$ cat src/rtl/put_y_mat_row_if.sv
// rtl/put_y_mat_row_if.sv - start/sample-stream inputs and SRAM row-write outputs of put_y_mat_row
interface put_y_mat_row_if;
    logic        pYMR_start;
    logic [5:0]  pYMR_row_idx;
    logic        pYMR_in_valid;
    logic [15:0] pYMR_in_data;
    logic        pYMR_in_ready;
    logic [10:0] pYMR_row_addr;
    logic [15:0] pYMR_row_out;
    logic        pYMR_we;
    logic        pYMR_busy;
    logic        pYMR_done;
    logic        pYMR_err;

    modport master (
        output pYMR_start, pYMR_row_idx, pYMR_in_valid, pYMR_in_data,
        input  pYMR_in_ready, pYMR_row_addr, pYMR_row_out, pYMR_we,
               pYMR_busy, pYMR_done, pYMR_err
    );

    modport slave (
        input  pYMR_start, pYMR_row_idx, pYMR_in_valid, pYMR_in_data,
        output pYMR_in_ready, pYMR_row_addr, pYMR_row_out, pYMR_we,
               pYMR_busy, pYMR_done, pYMR_err
    );
endinterface

$ cat src/rtl/put_y_mat_row.sv
// rtl/put_y_mat_row.sv - writes one Y-matrix row of x16-scaled, saturated samples into SRAM
module put_y_mat_row #(
    parameter int ROW_LEN = 32,
    parameter int ROWS    = 64
) (
    input logic             clock,
    input logic             reset,
    put_y_mat_row_if.slave  bus
);
    localparam int CW = (ROW_LEN > 1) ? $clog2(ROW_LEN) : 1;

    typedef enum logic [1:0] {IDLE, WRITE, DONE} state_t;

    state_t        state;
    state_t        state_nxt;
    logic [5:0]    row_q;
    logic [CW-1:0] col_q;
    logic          we_q;
    logic          err_q;
    logic [10:0]   addr_q;
    logic [15:0]   data_q;

    logic          start_ok;
    logic          start_bad;
    logic          accept;
    logic          last_col;
    logic [19:0]   scaled;
    logic [15:0]   sat;
    logic          ready;
    logic          busy;
    logic          done;

    assign start_ok  = (state == IDLE) && bus.pYMR_start && ({1'b0, bus.pYMR_row_idx} <  7'(ROWS));
    assign start_bad = (state == IDLE) && bus.pYMR_start && ({1'b0, bus.pYMR_row_idx} >= 7'(ROWS));
    assign accept    = (state == WRITE) && bus.pYMR_in_valid;
    assign last_col  = (col_q == CW'(ROW_LEN - 1));

    // x16 fits exactly in 20 bits; it only fits 16 when the top five bits agree
    assign scaled = {bus.pYMR_in_data, 4'b0000};
    assign sat    = ((scaled[19:15] == 5'b00000) || (scaled[19:15] == 5'b11111)) ? scaled[15:0]
                  : (scaled[19] ? 16'h8000 : 16'h7FFF);

    always_ff @(posedge clock or negedge reset) begin
        if (!reset) begin
            state <= IDLE;
        end else begin
            state <= state_nxt;
        end
    end

    always_comb begin
        state_nxt = state;
        case (state)
            IDLE:    if (start_ok) state_nxt = WRITE;
            WRITE:   if (accept && last_col) state_nxt = DONE;
            DONE:    state_nxt = IDLE;
            default: state_nxt = IDLE;
        endcase
    end

    always_comb begin
        ready = 1'b0;
        busy  = 1'b0;
        done  = 1'b0;
        case (state)
            WRITE: begin
                ready = 1'b1;
                busy  = 1'b1;
            end
            DONE: begin
                busy = 1'b1;
                done = 1'b1;
            end
            default: ;
        endcase
    end

    // addr/data only move on an accepted sample so they hold between writes
    always_ff @(posedge clock or negedge reset) begin
        if (!reset) begin
            row_q  <= '0;
            col_q  <= '0;
            we_q   <= 1'b0;
            err_q  <= 1'b0;
            addr_q <= '0;
            data_q <= '0;
        end else begin
            we_q  <= accept;
            err_q <= start_bad;
            if (start_ok) begin
                row_q <= bus.pYMR_row_idx;
                col_q <= '0;
            end
            if (accept) begin
                col_q  <= col_q + 1'b1;
                addr_q <= 11'(row_q) * 11'(ROW_LEN) + 11'(col_q);
                data_q <= sat;
            end
        end
    end

    assign bus.pYMR_in_ready = ready;
    assign bus.pYMR_busy     = busy;
    assign bus.pYMR_done     = done;
    assign bus.pYMR_we       = we_q;
    assign bus.pYMR_err      = err_q;
    assign bus.pYMR_row_addr = addr_q;
    assign bus.pYMR_row_out  = data_q;
endmodule

$ cat src/flat_wrapper.sv
// flat-port wrapper written by rule: the top's interface ports become plain ports
module put_y_mat_row_flat 
#(
    parameter int ROW_LEN = 32,
    parameter int ROWS    = 64
)
  (clock, reset, bus_pYMR_start, bus_pYMR_row_idx, bus_pYMR_in_valid, bus_pYMR_in_data, bus_pYMR_in_ready, bus_pYMR_row_addr, bus_pYMR_row_out, bus_pYMR_we, bus_pYMR_busy, bus_pYMR_done, bus_pYMR_err);
  put_y_mat_row_if bus_i ();
  input logic clock;
  input logic reset;
  input wire logic [$bits(bus_i.pYMR_start)-1:0] bus_pYMR_start;
  input wire logic [$bits(bus_i.pYMR_row_idx)-1:0] bus_pYMR_row_idx;
  input wire logic [$bits(bus_i.pYMR_in_valid)-1:0] bus_pYMR_in_valid;
  input wire logic [$bits(bus_i.pYMR_in_data)-1:0] bus_pYMR_in_data;
  output wire logic [$bits(bus_i.pYMR_in_ready)-1:0] bus_pYMR_in_ready;
  output wire logic [$bits(bus_i.pYMR_row_addr)-1:0] bus_pYMR_row_addr;
  output wire logic [$bits(bus_i.pYMR_row_out)-1:0] bus_pYMR_row_out;
  output wire logic [$bits(bus_i.pYMR_we)-1:0] bus_pYMR_we;
  output wire logic [$bits(bus_i.pYMR_busy)-1:0] bus_pYMR_busy;
  output wire logic [$bits(bus_i.pYMR_done)-1:0] bus_pYMR_done;
  output wire logic [$bits(bus_i.pYMR_err)-1:0] bus_pYMR_err;
  assign bus_i.pYMR_start = bus_pYMR_start;
  assign bus_i.pYMR_row_idx = bus_pYMR_row_idx;
  assign bus_i.pYMR_in_valid = bus_pYMR_in_valid;
  assign bus_i.pYMR_in_data = bus_pYMR_in_data;
  assign bus_pYMR_in_ready = bus_i.pYMR_in_ready;
  assign bus_pYMR_row_addr = bus_i.pYMR_row_addr;
  assign bus_pYMR_row_out = bus_i.pYMR_row_out;
  assign bus_pYMR_we = bus_i.pYMR_we;
  assign bus_pYMR_busy = bus_i.pYMR_busy;
  assign bus_pYMR_done = bus_i.pYMR_done;
  assign bus_pYMR_err = bus_i.pYMR_err;
  put_y_mat_row #(.ROW_LEN(ROW_LEN), .ROWS(ROWS)) u_core (.clock(clock), .reset(reset), .bus(bus_i));
endmodule
$ cat config.mk
export PLATFORM = sky130hd
export DESIGN_NAME = put_y_mat_row_flat
export DESIGN_NICKNAME = d
export VERILOG_FILES = /design/src/rtl/put_y_mat_row_if.sv /design/src/rtl/put_y_mat_row.sv /design/src/flat_wrapper.sv
export SDC_FILE = /design/constraint.sdc
export NUM_CORES = 1
export LEC_CHECK = 0
export CORE_ASPECT_RATIO = 1.2
export CORE_MARGIN = 2
export CORE_UTILIZATION = 40
export DETAILED_ROUTE_END_ITERATION = 6
export PLACE_DENSITY = 0.82
export SYNTH_ARGS = -nofsm -noshare
export SYNTH_HDL_FRONTEND = slang
export SYNTH_SLANG_ARGS = --single-unit
$ cat constraint.sdc
create_clock -name clock -period 2.99 [get_ports clock]
set_clock_uncertainty 0.05 [all_clocks]
set_input_delay 0.598 -clock clock [delete_from_list [all_inputs] [get_ports clock]]
set_output_delay 0.598 -clock clock [all_outputs]
set_load 0.02 [all_outputs]
# After elaboration in Yosys (flattened, before gate mapping)
# Index checks and enable logic that the tools add are counted.
[classes]
addsub = 2
eq_ne = 6
mux = 10
reduce_logical = 9
[ops]
columns = ["cell", "n"]
rows = [
  ["$mux 16", 2],
  ["$add 11x5->11", 1],
  ["$eq 5x5->1 const B", 2],
  ["$mux 5", 2],
  ["$add 5x1->5 const B", 1],
  ["$logic_not 5->1", 1],
  ["$mux 2", 2],
  ["$pmux 2 s2", 1],
  ["$logic_and 1x1->1", 3],
  ["$mux 1", 3],
  ["$eq 2x1->1 const B", 1],
  ["$eq 2x2->1 const B", 1],
  ["$logic_not 2->1", 1],
  ["$ne 2x1->1 const B", 1],
  ["$ne 2x2->1 const B", 1],
  ["$reduce_and 2->1", 1],
  ["$reduce_bool 2->1", 1],
  ["$reduce_or 2->1", 1],
  ["$logic_or 1x1->1", 1],
]
[word_totals]
reg_bits = 41
inputBits = 26
output_inout_bits = 32
wordCells = 33

# Longest topological paths before layout
[depth]
depth_word = 5
mapped_depth = 7
ltp_nobuf = 6

# Least setup slack after synthesis
# No wires, ideal clock.
[synth_path]
path_type = "flip-flop to flip-flop"
startpoint = "register u_core.state[1]"
endpoint = "register u_core.data_q[10], in the netlist u_core.bus.pYMR_row_out[10]"
setup_time_ps = 123
t_arrival_ps = 1500
path_slack_ps = 1317
stages_incl_launch_ff = 8
n_path_buf = 1
period_less_slack_ps = 1673
path_cell_list = "dfrtp_1 -> inv_1 -> ha_1 -> nand2_2 -> clkinv_4 -> nand2_2 -> buf_6 -> o221a_1"
[synth_via]
elab_chain_len = 2
[synth_rtl]
columns = ["element", "line", "rtl"]
rows = [
  ["from (decl)", "put_y_mat_row.sv:14", "state_t state;"],
  ["from (signal assigned)", "put_y_mat_row.sv:47", "state <= state_nxt;"],
  ["$eq 2x1->1", "put_y_mat_row.sv:35", "assign accept = (state == WRITE) && bus.pYMR_in_valid;"],
  ["$logic_and 1x1->1", "put_y_mat_row.sv:35", ""],
  ["to (signal assigned)", "put_y_mat_row.sv:97", "data_q <= sat;"],
  ["to (decl)", "put_y_mat_row.sv:21", "logic [15:0] data_q;"],
]
# Every way passes these cells.
# A chain may end at the register's enable or synchronous reset.

# Final worst setup path
[layout_path]
startpoint = "register u_core.state[1]"
endpoint = "output bus_pYMR_in_ready"
[layout_via]
elab_chain_len = 2
[layout_rtl]
columns = ["element", "line", "rtl"]
rows = [
  ["$eq 2x1->1", "put_y_mat_row.sv:65", "case (state)"],
  ["$mux 1", "put_y_mat_row.sv:65", ""],
  ["to (decl)", "flat_wrapper.sv:15", "output wire logic [$bits(bus_i.pYMR_in_ready)-1:0] bus_pYMR_in_ready;"],
]
# Every way passes these cells.

==> results.sh <==
export IMPL_status="finished, final reports clean"
export IMPL_worst_pin_slew_ps=824
export IMPL_ys_ff_latch=38
export IMPL_rsz0062_at_grt="no"
export IMPL_layoutNonFillerInstCount=259
export IMPL_grt_use_total_pct=15.1
export IMPL_clk_pin_slew_worst_paths_ps=70
export IMPL_post_drt_wl_per_cell_um=12.8
export IMPL_insertion_delay_ps=290
export IMPL_antenna_cells=0
export IMPL_finalPower_w=0.00230
export IMPL_synth_largest_area_cell="dfrtp_1"
export IMPL_postLayoutCoreUtil_pct=56.5
export IMPL_crit_buf_inv=2
export IMPL_drv_slew=0
export IMPL_synth_cell_types=28
export IMPL_place_gp_congestion=0.743
export IMPL_wl_mm=3.31
export IMPL_tns_ps=0
export IMPL_ys_seq_area_share_pct=55.7
export IMPL_synth_area_um2=1710
export IMPL_grt_overflow=0
export IMPL_design_area_um2=2370
export IMPL_slew_headroom_pct=45.1
export IMPL_seq_power_share_pct=37.2
export IMPL_cts_setup_buffers=0
export IMPL_cts_root_buffer="clkbuf_8"
export IMPL_vias=1268
export IMPL_numCtsBuffers=5
export IMPL_cp_max_fo=7
export IMPL_drive_above_1_share_pct=9.85
export IMPL_via_per_inst=4.90
export IMPL_coreArea_um2=4200
export IMPL_hpwl_mm=2.40
export IMPL_place_area_um2=2260
export IMPL_cpLargestDelayFamily="buffers and inverters"
export IMPL_finalNetCount=234
export IMPL_drtPass1Iterations=4
export IMPL_combPwrFrac_pct=44.6
export IMPL_finalSetupViolCount=0
export IMPL_cts_htree_levels=2
export IMPL_synth_area_per_cell_um2=11.5
export IMPL_dieArea_um2=4810
export IMPL_p_per_area_nw_per_um2=968
export IMPL_crit_slowest_cell="clkdlybuf4s50_1"
export IMPL_p_int_w=0.00149
export IMPL_power_leakage_nw=1.06
export IMPL_cts_resized=0
export IMPL_grt_pass1_vias=1271
export IMPL_critPathLaunchType="register"
export IMPL_required_ps=2340
export IMPL_drt_iter0_drc=33
export IMPL_io_pins=58
export IMPL_crit_chain="inv_1, ha_1, clkdlybuf4s50_1"
export IMPL_cp_end_kind="primary output"
export IMPL_synthToLayoutAreaGrowth_pct=38.9
export IMPL_synthCells=149
export IMPL_synth_top_area_share_pct=55.7
export IMPL_p_clk_share_pct=18.2
export IMPL_num_rows=26
export IMPL_cap_violations=0
export IMPL_die_h_um=75.6
export IMPL_synthTopCellsByArea="dfrtp_1 56%, nand2_1 9.0%, o221a_1 7.3%, a21o_1 4.8%, mux2_2 4.6%"
export IMPL_yosysWarnings=0
export IMPL_swShare_pct=35.1
export IMPL_clockBufferDepth=2
export IMPL_drc_errors=0
export IMPL_min_period_ps=2360
export IMPL_critical_path_class="register to primary output"
export IMPL_max_stage_delay_ps=640
export IMPL_report_final_hold_viol_count=0
export IMPL_grt_max_degree=39
export IMPL_final_antenna_net_count=0
export IMPL_worstPathArrival_ps=1710
export IMPL_dp_cells=251
export IMPL_clock_fmax_mhz=423
export IMPL_finalCritPeriodShare_pct=79.0
export IMPL_io_buffers=56
export IMPL_cts_tree="built"
export IMPL_clock_sinks=38
export IMPL_syn_nets=181
export IMPL_switchingPower_w=0.000807
export IMPL_hp_class="input port to async pin"
export IMPL_peakVddDrop_mv=0.509
export IMPL_hold_buffers=0
export IMPL_grt_pass1_wl_mm=5.61
export IMPL_initial_utilization_pct=40.7
export IMPL_die_x_um=63.7
export IMPL_antenna_found_initial=0
[flip-flops by register name, summed over array words and instances, names as in the netlist]
name / flops
u_core.row_q: 6
u_core.bus.pYMR_row_out: 13
u_core.state: 2
u_core.bus.pYMR_row_addr: 11
u_core.col_q: 5
u_core.bus.pYMR_we: 1
[power by group through the flow]
| stage | Clock, W | Combinational (W) | Sequential, W |
|---|---|---|---|
| after floorplan | 0 | 0.000433 | 0.00102 |
| after global placement | 0 | 0.00101 | 0.000872 |
| after detailed placement | 0 | 0.00104 | 0.000863 |
| after CTS | 0.000428 | 0.00104 | 0.000860 |
| after global routing | 0.000452 | 0.00112 | 0.000881 |
| final | 0.000417 | 0.00102 | 0.000856 |
[synthesized netlist by cell type, drive strengths merged]
| cell type | number |
|---|---|
| a21o | 11 |
| dfrtp | 38 |
| clkinv | 1 |
| nor4 | 1 |
| mux2 | 7 |
| nor2b | 1 |
| and4 | 1 |
| nand2 | 43 |
| a22oi | 1 |
| and3b | 1 |
| o21ai | 5 |
| o221a | 11 |
| nand3 | 2 |
| o31ai | 1 |
| clkbuf | 1 |
| a22o | 2 |
| xor2 | 1 |
| a21oi | 1 |
| o21a | 1 |
| conb | 1 |
| and3 | 1 |
| buf | 9 |
| ha | 6 |
| inv | 2 |
[metal layers]
metal	vias up	global-route usage (%)	part of all wire (%)
li1	624	-	-
met1	604	17.0	43
met2	33	27.6	50
met3	7	3.55	3.7
met4	0	7.00	2.6
met5	-	0	0
[cells in the final DEF, fill, tap and decap left out, drive strengths merged]
master         instances
clkdlybuf4s50         55
nand2                 43
dfrtp                 38
a21o                  11
o221a                 11
mux2                   7
ha                     6
clkbuf                 5
o21ai                  5
clkinv                 3
inv                    2
nand3                  2
a22o                   2
and3                   1
a22oi                  1
nor4                   1
and4                   1
o31ai                  1
nor2b                  1
a21oi                  1
o21a                   1
xor2                   1
and3b                  1
conb                   1
bufinv                 1
buf                    1
[area by class of cell]
type | count | area (um2)
inverter | 3 | 16.3
fill | 354 | 1820
tap | 56 | 70.1
clock inverter | 3 | 40.0
timing repair buffer | 56 | 556
multi-input combinational | 98 | 671
clock buffer | 5 | 68.8
sequential | 38 | 951
[kinds of logic (layout without fill, tap and decap cells)]
logic type	Yosys count	count (layout)	share of synthesized area, %
other	1	1	0.220
buffers and inverters	13	67	5.05
AO/OA/AOI/OAI	33	33	16.2
flip-flops	38	38	55.7
adder cells (fa/ha/maj)	6	6	4.40
AND/OR/NAND/NOR	50	50	13.3
XOR/XNOR	1	1	0.513
multiplexers	7	7	4.62
[stage by stage]
step | setup slack, ps | hold WS [ps]
2_1_floorplan | 1320 | 252
3_3_place_gp | 751 | 391
3_5_place_dp | 706 | 398
4_1_cts | 608 | 377
5_1_grt | 478 | 426
6_report | 628 | 356
[worst paths after layout]
kind	from	endpoint	slack, ps	cells after the start
hold / removal	reset	u_core.row_q[0]	360	1
max in group asynchronous	reset	u_core.row_q[5]	2010	1
hold reg to reg	u_core.row_q[5]	u_core.bus.pYMR_row_addr[10]	410	2
setup reg to reg	u_core.state[1]	u_core.bus.pYMR_row_out[5]	1050	6
setup / recovery	u_core.state[1]	bus_pYMR_in_ready	630	3
min in group clock	u_core.row_q[5]	u_core.bus.pYMR_row_addr[10]	410	2
Power figures use the tool's default switching activity.
